**config.mk**
```make
export PLATFORM = sky130hd
export DESIGN_NAME = icache_ctrl
export DESIGN_NICKNAME = d
export VERILOG_FILES = /design/src/rtl/icache_ctrl.sv
export SDC_FILE = /design/constraint.sdc
export NUM_CORES = 1
export LEC_CHECK = 0
export BUFFER_PORTS_ARGS = -buffer_cell sky130_fd_sc_hd__buf_4
export CAP_MARGIN = 10
export CORE_MARGIN = 8
export CORE_UTILIZATION = 55
export CTS_CLUSTER_DIAMETER = 120
export DETAILED_ROUTE_END_ITERATION = 16
export PLACE_DENSITY = 0.86
export SLEW_MARGIN = 25
export SYNTH_ARGS = -nofsm -noshare
export SYNTH_HDL_FRONTEND = slang
export SYNTH_SLANG_ARGS = --single-unit
```
**constraint.sdc**
```tcl
create_clock -name clk -period 16.4 [get_ports clk]
set_input_delay 3.28 -clock clk [delete_from_list [all_inputs] [get_ports clk]]
set_output_delay 3.28 -clock clk [all_outputs]
set_load 0.05 [all_outputs]
```
**src/rtl/icache_ctrl.sv**
```systemverilog
// icache_ctrl: tag/valid keeper and refill engine for a direct-mapped
// instruction cache. One fetch is in flight at a time. A hit answers from the
// data SRAM one cycle after the request. A miss fetches the line with a 4-beat
// read burst, writes it into the SRAM and answers from the refill buffer.
module icache_ctrl #(
  parameter int IDX_LEN = 5,
  parameter int BLK_LEN = 4,
  parameter int ADDR_W  = 32,
  localparam int TAG_W  = ADDR_W - IDX_LEN - BLK_LEN,
  localparam int SETS   = 1 << IDX_LEN
) (
  input  logic               clk,
  input  logic               rst,
  // IFU side
  input  logic               ifu_req_valid_i,
  output logic               ifu_req_ready_o,
  input  logic [ADDR_W-1:0]  ifu_addr_i,
  output logic               ifu_rsp_valid_o,
  output logic [31:0]        ifu_inst_o,
  output logic               ifu_err_o,
  input  logic               fence_i_i,
  // memory read channels
  output logic               mem_ar_valid_o,
  input  logic               mem_ar_ready_i,
  output logic [ADDR_W-1:0]  mem_ar_addr_o,
  output logic [7:0]         mem_ar_len_o,
  output logic [2:0]         mem_ar_size_o,
  input  logic               mem_r_valid_i,
  output logic               mem_r_ready_o,
  input  logic [31:0]        mem_r_data_i,
  input  logic [1:0]         mem_r_resp_i,
  // data SRAM side
  output logic [IDX_LEN-1:0] icache_index_o,
  output logic [BLK_LEN-1:0] icache_blk_addr_o,
  output logic [127:0]       icache_line_wdata_o,
  output logic [127:0]       icache_wmask_o,
  output logic               icache_wen_o,
  input  logic [127:0]       icache_line_rdata_i
);

  typedef enum logic [2:0] {
    IDLE    = 3'd0,
    LOOKUP  = 3'd1,
    MISS_AR = 3'd2,
    REFILL  = 3'd3,
    WRITE   = 3'd4
  } state_e;

  state_e              state_q, state_d;
  logic [ADDR_W-1:0]   addr_q;
  logic [SETS-1:0]     valid_q;
  logic [TAG_W-1:0]    tag_q [SETS];
  logic [3:0][31:0]    line_buf_q;
  logic [1:0]          cnt_q;
  logic                err_q;
  logic                fence_pend_q;

  logic                fence_active;
  logic                req_fire;
  logic                r_fire;
  logic                hit;
  logic [IDX_LEN-1:0]  idx_q;
  logic [TAG_W-1:0]    addr_tag_q;
  logic [1:0]          word_sel;

  // Byte-lane bits of the fetch address never select anything.
  logic unused_addr_bits;
  assign unused_addr_bits = ^{ifu_addr_i[1:0], addr_q[1:0]};

  assign idx_q        = addr_q[BLK_LEN +: IDX_LEN];
  assign addr_tag_q   = addr_q[ADDR_W-1 -: TAG_W];
  assign word_sel     = addr_q[3:2];
  assign fence_active = fence_i_i | fence_pend_q;
  assign hit          = valid_q[idx_q] && (tag_q[idx_q] == addr_tag_q);
  assign req_fire     = (state_q == IDLE) && ifu_req_valid_i && ifu_req_ready_o;
  assign r_fire       = (state_q == REFILL) && mem_r_valid_i;

  // Next-state and output decode; everything reads as zero while rst is high.
  always_comb begin
    state_d             = state_q;
    ifu_req_ready_o     = 1'b0;
    ifu_rsp_valid_o     = 1'b0;
    ifu_inst_o          = '0;
    ifu_err_o           = 1'b0;
    mem_ar_valid_o      = 1'b0;
    mem_ar_addr_o       = '0;
    mem_ar_len_o        = '0;
    mem_ar_size_o       = '0;
    mem_r_ready_o       = 1'b0;
    icache_index_o      = '0;
    icache_blk_addr_o   = '0;
    icache_line_wdata_o = '0;
    icache_wmask_o      = '0;
    icache_wen_o        = 1'b0;
    if (!rst) begin
      mem_ar_len_o        = 8'd3;
      mem_ar_size_o       = 3'd2;
      icache_line_wdata_o = line_buf_q;
      icache_index_o      = idx_q;
      icache_blk_addr_o   = addr_q[BLK_LEN-1:0];
      case (state_q)
        IDLE: begin
          // SRAM read starts in the fire cycle, so the index follows the IFU.
          icache_index_o    = ifu_addr_i[BLK_LEN +: IDX_LEN];
          icache_blk_addr_o = ifu_addr_i[BLK_LEN-1:0];
          ifu_req_ready_o   = ~fence_active;
          if (ifu_req_valid_i && !fence_active) state_d = LOOKUP;
        end
        LOOKUP: begin
          if (hit) begin
            ifu_rsp_valid_o = 1'b1;
            ifu_inst_o      = icache_line_rdata_i[{word_sel, 5'd0} +: 32];
            state_d         = IDLE;
          end else begin
            state_d = MISS_AR;
          end
        end
        MISS_AR: begin
          mem_ar_valid_o = 1'b1;
          mem_ar_addr_o  = {addr_q[ADDR_W-1:BLK_LEN], {BLK_LEN{1'b0}}};
          if (mem_ar_ready_i) state_d = REFILL;
        end
        REFILL: begin
          mem_r_ready_o = 1'b1;
          if (mem_r_valid_i && cnt_q == 2'd3) state_d = WRITE;
        end
        WRITE: begin
          icache_wen_o    = 1'b1;
          icache_wmask_o  = '1;
          ifu_rsp_valid_o = 1'b1;
          ifu_inst_o      = line_buf_q[word_sel];
          ifu_err_o       = err_q;
          state_d         = IDLE;
        end
        default: state_d = IDLE;
      endcase
    end
  end

  // Control state: FSM, valid bits, fence bookkeeping, beat counter, error flag.
  always_ff @(posedge clk or posedge rst) begin
    if (rst) begin
      state_q      <= IDLE;
      addr_q       <= '0;
      valid_q      <= '0;
      cnt_q        <= '0;
      err_q        <= 1'b0;
      fence_pend_q <= 1'b0;
    end else begin
      state_q <= state_d;
      if (state_q == IDLE) begin
        if (fence_active) begin
          valid_q      <= '0;
          fence_pend_q <= 1'b0;
        end
        if (req_fire) addr_q <= ifu_addr_i;
      end else if (fence_i_i) begin
        // Invalidation is deferred until the current transaction is done.
        fence_pend_q <= 1'b1;
      end
      if (state_q == MISS_AR && mem_ar_ready_i) begin
        cnt_q <= '0;
        err_q <= 1'b0;
      end
      if (r_fire) begin
        cnt_q <= cnt_q + 2'd1;
        err_q <= err_q | (|mem_r_resp_i);
      end
      // A line that saw a bus error is written but never marked valid.
      if (state_q == WRITE) valid_q[idx_q] <= ~err_q;
    end
  end

  // Refill buffer collects the burst word by word.
  always_ff @(posedge clk or posedge rst) begin
    if (rst) begin
      line_buf_q <= '0;
    end else if (r_fire) begin
      line_buf_q[cnt_q] <= mem_r_data_i;
    end
  end

  // Tag store is not reset; valid bits alone qualify it.
  always_ff @(posedge clk) begin
    if (state_q == WRITE) tag_q[idx_q] <= addr_tag_q;
  end

endmodule
```
Word-level counts from Yosys, hierarchy flattened:

Memory sizes are Yosys's and may differ from the RTL's.
Index checks and enable logic that the tools add are counted.

* reductions and logical operators: 17
* bitwise logic cells: 5
* mux-type cells: 53
* order comparisons: 5
* shift-type cells: 1
* $add $sub $neg: 1
* equality and inequality tests: 10

Operators with widths (count)
* $mux 128: 3
* $mux 32: 9
* $bwmux 128: 1
* $shiftx 128x8->32: 1
* $bmux 32 s2: 1
* $demux 32 s2: 1
* $pmux 32 s2: 1
* $bwmux 32: 1
* $eq 23x23->1: 1
* $mux 1: 20
* $pmux 3 s4: 1
* $mux 2: 5
* $mux 5: 2
* $logic_and 1x1->1: 9
* $mux 3: 3
* $mux 4: 2
* $eq 3x2->1 const B: 2
* $lt 2x3->1 const B: 2
* $lt 5x6->1 const B: 1
* $ne 2x2->1 const B: 3
* $bmux 1 s5: 1
* $demux 1 s5: 1
* $ge 5x1->1 const B: 1
* $reduce_and 2->1: 2
* 14 further kinds: 18

* bits of input ports: 200
* bits in writable memories: 736
* bits in registers: 199
* output and inout port bits: 346
* memories kept: 1

Memory list
* tag_q: words 32, bits a word 23, rd ports 1, clocked after memory_dff 0, wr ports 1, RTL line 52 `logic [TAG_W-1:0] tag_q [SETS];`

Logic depth before layout (Yosys ltp):

Gate-level depths: netlist of the first run.

* depth after elaboration: 6
* gate-level depth with buffers: 15
* mapped depth without buffers: 8

Worst setup path before layout of the first run:

Ideal clock, no wire load.

* path kind: in2out
* start: input rst
* end: output mem_ar_addr_o[22]
* arrival: 9.620 ns
* required time: 13.120 ns
* setup slack: 3.500 ns
* path buffers: 2
* stages on the path: 5
* cell sequence: clkbuf_1 > inv_1 > and3_1 > clkbuf_1 > and2_1

* cells in the longest elaborated chain, start to end: 1

Ends and longest elaborated chain
* start, declared: RTL line 13 `input logic rst,`
* $mux 32: RTL line 95 `if (!rst) begin`
* end, declared: RTL line 25 `output logic [ADDR_W-1:0] mem_ar_addr_o,`

Every way passes these cells.

Final worst setup path of the first run:

* start: register addr_q[5]
* end: output ifu_inst_o[27]

* cells in the longest elaborated chain, start to end: 6

Ends and longest elaborated chain
* start, declared: RTL line 50 `logic [ADDR_W-1:0] addr_q;`
* start signal, assigned: RTL line 156 `if (req_fire) addr_q <= ifu_addr_i;`
* $mem_v2 32x23 or $bmux 1 s5 (tied branches)
* $eq 23x23->1 or $mux 1 (tied branches): RTL line 74 `assign hit = valid_q[idx_q] && (tag_q[idx_q] == addr_tag_q);`
* $logic_and 1x1->1 *: RTL line 74
* $mux 32 *: RTL line 110 `if (hit) begin`
* $pmux 32 s2 *: RTL line 101 `case (state_q)`
* $mux 32 *: RTL line 95
* end, declared: RTL line 19 `output logic [31:0] ifu_inst_o,`

Every way passes the cells marked *; elsewhere a longest branch is shown, timed or not. The select of a mux whose other input is x is not followed.

==> summary.md, run 1 <==
| Metric | Value |
|---|---|
| Fill cells | 4889 |
| Synthesis Warnings | 0 |
| Leak | 18.1 nW |
| WHS | 512 ps |
| DR vias/cell | 6.48 |
| Seq/Total Area, Yosys | 66.7% |
| Hold path cells | 1 |
| Die Span X | 288 um |
| WL final | 136000 um |
| Global placer's final weighted congestion | 1.06 |
| Die Footprint | 82800 um2 |
| H-tree levels | 3 |
| Hold_buf cts | 0 |
| Top-count cell post-synth | edfxtp_1 |
| Max FO, Critical Path | 55 |
| Clock skew | 21.0 ps |
| CP required | 13120 ps |
| Worst R2R Path Depth | 11 |
| Clock buffer depth | 3 |
| Hold WC Path Type | flip-flop to flip-flop |
| First-pass GRT wire length | 190000 um |
| Antenna-violating nets left | 0 |
| Worst slew pin tran | 1150 ps |
| Critical path launch point type | flip-flop |
| Crit Path Class | flip-flop to output port |
| Net count, final | 3216 |
| Post-synth cell types | 43 |
| # setup viols final | 0 |
| Power Density | 180 nW/um2 |
| Post-CTS setup buffers | 0 |
| Upper clock frequency limit | 99.1 MHz |
| Mean post-synth cell area | 15.7 um2 |
| Main synth FF type | edfxtp_1 |
| Initial antenna violation count | 16 |
| Async set-reset flop share out of synthesis | 21.3% |
| Setup repair after global routing missed its margin | no |
| Core ar. | 73100 um2 |
| Synth Cell Area | 40600 um2 |
| Overall Global Routing Usage | 32.0% |
| Cells after synthesis | 2594 |
| Overflow after GRT | 0 |
| Ports | 546 |
| Final hold violations | 0 |
| Number of synthesized register bits | 935 |
| Avg WL per Cell | 33.5 um |
| Relative slew slack | 22.7% |
| Arr. time, crit path | 6810 ps |
| Fin cells | 4061 |
| Clk Latency, worst-skew pair | 660 ps |
| EDFF count, synth | 736 |
| Row cnt | 99 |
| Clock-pin slew on the worst setup and hold paths | 60 ps |
| Maxcap violations | 0 |
| Hpwl dp | 86500 um |
| Critical Path Sink Type | output port |
| Area grow syn2layout | 18.1% |
| Number of max-slew violations in the final report | 0 |
| Largest net degree at the start of global routing | 130 |
| Initial core utilization | 55.6% |
| Port bufs | 533 |
| CTS tree | done |
| Post-synth top area share | 54.4% |
| Root Driver | clkbuf_16 |
| Maximum VDD drop | 0.116 mV |
| CTS-repair resized insts | 0 |
| Layout cells sized above 1 | 34.1% |
| Chip height | 288 um |
| Synth area leader | edfxtp_1 |
| Min Tclk post-route | 10090 ps |
| Dpl cells | 3876 |
| Drt initial violations | 3540 |
| Drt drc | 0 |
| Routed vias | 26300 |
| Setup TNS | 0 ps |
| Final Cycle Share | 61.5% |
| Drt first pass iters | 6 |
| Ranking of synthesized cells by area | edfxtp_1, dfrtp_1, mux2i_1 |
| Clock Sinks | 935 |
| Outcome | completed |
| Synth top cells by count | edfxtp_1, mux2i_1, dfrtp_1 |
| Vias in the first global route | 27500 |
| TritonCTS Buffers | 93 |
[routing by layer]
layer  routed length (um)  vias up  share of wire [%]  track usage (%)
met5                    0        -                  0                0
met4                11900        0                8.8             23.9
li1                     -    10700                  -                -
met3                15300      554                 11             8.48
met2                66600     2147                 49             53.5
met1                42300    12900                 31             34.9
[per-stage QoR]
step / area [um2] / util, % / total power [mW] / setup slack (ps)
after floorplan: 40600 / - / 5.43 / 3500
after global placement: 44800 / 61.3 / 6.36 / 7130
after detailed placement: 44800 / 61.4 / 6.46 / 7070
after CTS: 47900 / 65.6 / 8.59 / 6350
after global routing: 48000 / 65.6 / 8.86 / 6240
final: 48000 / 65.6 / 8.63 / 6310
[state kept, by name, indices dropped and copies added (netlist names)]
signal,cells
err_q,1
cnt_q,2
tag_q,736
valid_q,32
line_buf_q,128
addr_q,32
fence_pend_q,1
state_q,3
[placed cells by master, fill, tap and decap left out, drive strengths merged, types with 4 or more instances in the layout]
master,synthesis,layout
o22ai,184,184
or4,5,5
bufinv,0,6
nor2b,129,129
clkinv,0,30
nand4b,4,4
nand3b,4,4
mux4,74,74
o21ai,38,38
a21oi,17,17
xor2,11,11
inv,5,8
nand3,5,5
xnor2,4,4
mux2,161,161
mux2i,402,402
and3,11,11
buf,236,622
ha,4,4
nand4bb,6,6
conb,1,12
dfrtp,199,199
nor4,48,48
nor2,39,39
and2,29,29
diode,0,12
nor3,7,7
nand2,112,112
or4b,4,4
clkbuf,74,131
nand4,34,34
edfxtp,736,736
[cell type report]
class,instances,area (um2),area share (%)
antenna,12,30.0,0.0626
clock buffer,131,2640,5.51
clock inverter,42,433,0.902
inverter,5,26.3,0.0548
multi-input combinational,1355,11800,24.7
sequential,935,27100,56.5
tap,959,1200,2.50
timing repair buffer,622,4690,9.78
[final timing paths]
| kind | to | slack [ps] | startpoint |
|---|---|---|---|
| worst max-delay path | ifu_inst_o[27] | 6310 | addr_q[5] |
| worst min-delay path | addr_q[1] | 510 | addr_q[1] |
| worst max register to register | state_q[1] | 10410 | addr_q[5] |
| worst min register to register | addr_q[1] | 510 | addr_q[1] |
| max in group asynchronous | addr_q[5] | 11540 | rst |
| min in group asynchronous | valid_q[13] | 3530 | rst |
[critical path, stage by stage (launching register included)]
cell and delay [ps]:
dfrtp_4 1010, buf_4 830, buf_4 890, mux2i_1 290
o22ai_1 130, nor4_1 540, nand2_1 180, xor2_1 180
nor4_1 880, nand4_1 280, buf_4 330, o21ai_1 220
buf_4 230
[where the power goes]
group / internal (mW) / switching (mW) / leakage, nW
clock: 1.23 / 0.910 / 1.49
sequential: 3.04 / 0.358 / 9.25
combinational: 1.13 / 1.97 / 7.34
total: 5.39 / 3.24 / 18.1
[cell families after synthesis]
logic type | Yosys count | share of synthesized area (%)
AO/OA/AOI/OAI | 243 | 3.59
flip-flops | 935 | 66.7
multiplexers | 637 | 18.5
adder cells (fa/ha/maj) | 4 | 0.123
buffers and inverters | 315 | 4.64
other | 1 | 0.00923
AND/OR/NAND/NOR | 444 | 6.14
XOR/XNOR | 15 | 0.324
No activity file was read; power rests on OpenSTA's default activity.
==> inputs of run 2 (changes only) <==
--- a/config.mk
+++ b/config.mk
@@ -8,10 +8,10 @@
 export BUFFER_PORTS_ARGS = -buffer_cell sky130_fd_sc_hd__buf_4
 export CAP_MARGIN = 10
 export CORE_MARGIN = 8
-export CORE_UTILIZATION = 55
+export CORE_UTILIZATION = 52
 export CTS_CLUSTER_DIAMETER = 120
 export DETAILED_ROUTE_END_ITERATION = 16
-export PLACE_DENSITY = 0.86
+export PLACE_DENSITY = 0.85
 export SLEW_MARGIN = 25
 export SYNTH_ARGS = -nofsm -noshare
 export SYNTH_HDL_FRONTEND = slang
==> constraint.sdc (replaced) <==
create_clock -name clk -period 9.28 [get_ports clk]
set_input_delay 1.856 -clock clk [delete_from_list [all_inputs] [get_ports clk]]
set_output_delay 1.856 -clock clk [all_outputs]
set_load 0.05 [all_outputs]
==> run 2 against run 1 <==
  * Sequential share of layout area is 0.15 points lower
  * Global-route usage is 2.3 points lower
  * Worst setup slack worse by 4300 ps
  * Critical endpoint is now ifu_inst_o[3]
  * Largest cell class unchanged
==> summary.md, run 2 (synthesized netlist as in run 1, its figures left out) <==
| Metric | Value |
|---|---|
| Relative slew slack | 28.7% (+5.9 points) |
| Clock-pin slew on the worst setup and hold paths | 60 ps (about the same) |
| TritonCTS Buffers | 93 (unchanged) |
| Clock buffer depth | 3 (unchanged) |
| Critical R2R Launch | addr_q[5] |
| Die Footprint | 87300 um2 (+5.4%) |
| Initial antenna violation count | 16 (unchanged) |
| # setup viols final | 0 (unchanged) |
| Post-CTS setup buffers | 0 (unchanged) |
| Commonest non-fill, non-tap cell in the layout | edfxtp_1 |
| Power Density | 312 nW/um2 (+73%) |
| Setup repair after global routing missed its margin | no |
| Tot Pwr | 15.0 mW (+74%) |
| Ports | 546 (unchanged) |
| Port bufs | 533 (unchanged) |
| Drt first pass iters | 6 (unchanged) |
| Hpwl dp | 86000 um (-0.68%) |
| Upper clock frequency limit | 137 MHz |
| Largest register FFs | 736 (unchanged) |
| Crit Path Class | flip-flop to output port |
| Initial core utilization | 52.5% (-3.1 points) |
| Clock Sinks | 935 (unchanged) |
| DR vias/cell | 6.22 (-4.0%) |
| Worst slew pin tran | 1070 ps (-78.5 ps) |
| Clk Latency, worst-skew pair | 650 ps (about the same) |
| Pre-CTS setup slack | 2560 ps (-4510 ps) |
| Hold WC Path Type | flip-flop to flip-flop |
| Min-Delay Startpoint | addr_q[0] |
| Root Driver | clkbuf_16 |
| Biggest regs | tag_q (736), line_buf_q (128) |
| Clock skew | 26.9 ps (+5.89 ps) |
| Die Span X | 295 um (+2.7%) |
| Commonest non-fill, non-tap cells in the layout | edfxtp_1, buf_4, mux2i_1, dfrtp_1, o22ai_1 |
| Number of max-slew violations in the final report | 0 (unchanged) |
| Top reg by flops | tag_q |
| First-pass GRT wire length | 185000 um (-2.8%) |
| Outcome | completed |
| Max FO, Critical Path | 55 (unchanged) |
| Avg WL per Cell | 32.2 um (-3.9%) |
| Maxcap violations | 0 (unchanged) |
| Leak | 18.0 nW (-0.34%) |
| Area grow syn2layout | 18.4% |
| Overall Global Routing Usage | 29.7% (-2.3 points) |
| Layout cells sized above 1 | 33.8% (-0.32 points) |
| Chip height | 295 um (+2.7%) |
| Drt drc | 0 (unchanged) |
| Core ar. | 77300 um2 (+5.8%) |
| WL final | 133000 um (-2.0%) |
| Fill cells | 5549 (+13%) |
| Maximum VDD drop | 0.212 mV (+83%) |
| Final Cycle Share | 78.5% |
| Row cnt | 102 (+3.0%) |
| Crit. Startpoint | addr_q[5] |
| Min Tclk post-route | 7290 ps |
| Critical Path Sink Type | output port |
| Setup TNS | 0 ps (unchanged) |
| Antenna-violating nets left | 0 (unchanged) |
| Hold_buf cts | 0 (unchanged) |
| Overflow after GRT | 0 (unchanged) |
| CTS tree | done |
| CP required | 7420 ps (-5700 ps) |
| H-tree levels | 3 (unchanged) |
| Net count, final | 3218 (+0.062%) |
| Largest net degree at the start of global routing | 130 (unchanged) |
| Drt initial violations | 3353 (-5.3%) |
| Global placer's final weighted congestion | 1.01 (-4.8%) |
| Critical path launch point type | flip-flop |
| Arr. time, crit path | 5430 ps (-1380 ps) |
| Final hold violations | 0 (unchanged) |
| Worst setup margin | 1990 ps (-4320 ps) |
| CTS-repair resized insts | 0 (unchanged) |
| Vias in the first global route | 26100 (-5.3%) |
| Routed vias | 25800 (-2.0%) |
## run 2: final timing paths
| kind | to | slack [ps] | cells past startpoint |
|---|---|---|---|
| min in group asynchronous | line_buf_q[68] | 1740 | 2 |
| setup reg to reg | state_q[1] | 4630 | 11 |
| setup / recovery | ifu_inst_o[3] | 1990 | 12 |
| max in group asynchronous | line_buf_q[90] | 5970 | 4 |
| hold / removal | addr_q[0] | 510 | 1 |
| hold reg to reg | addr_q[0] | 510 | 1 |
## run 2: worst max-delay path: stages, from the launching register on
cell and delay [ps]:
dfrtp_4 610, buf_4 540, buf_4 840, mux2i_1 420, o22ai_1 200, nor4_1 330
nand2_1 110, xor2_1 150, nor3_1 390, nand4_1 330, buf_4 360, o21ai_1 210
buf_4 230
## run 2: through the flow
step | hold WS [ps] | area [um2] | cells | utilization (%)
after floorplan | 479 | 40700 | 2605 | -
after global placement | 489 | 45100 | 3957 | 58.3
after detailed placement | 498 | 45100 | 3957 | 58.3
after CTS | 511 | 48000 | 4128 | 62.1
after global routing | 542 | 48100 | 4143 | 62.2
final | 513 | 48100 | 4143 | 62.2
## run 2: routing by layer
layer	part of all wire [%]	global-route usage, %	vias up
met5	0	0	-
met4	9.0	22.2	0
met3	11	7.75	466
met2	49	49.6	1930
met1	31	32.5	12700
li1	-	-	10700
## run 2: layout make-up
cell class                      count  area, um2  share of cell area [%]
Antenna cell                       13       32.5                  0.0676
Clock buffer                      132       2590                    5.38
Clock inverter                     39        322                   0.669
Inverter                            5       22.5                  0.0468
Multi-Input combinational cell   1355      12000                    24.9
Sequential cell                   935      27100                    56.3
Tap cell                         1040       1300                    2.71
Timing Repair Buffer              624       4760                    9.89
## run 2: report_power, final
part	internal (mW)	total, mW	leakage, nW	switching [mW]
Sequential	5.37	5.93	9.25	0.556
Combinational	1.99	5.45	7.35	3.46
Clock	2.05	3.62	1.41	1.56
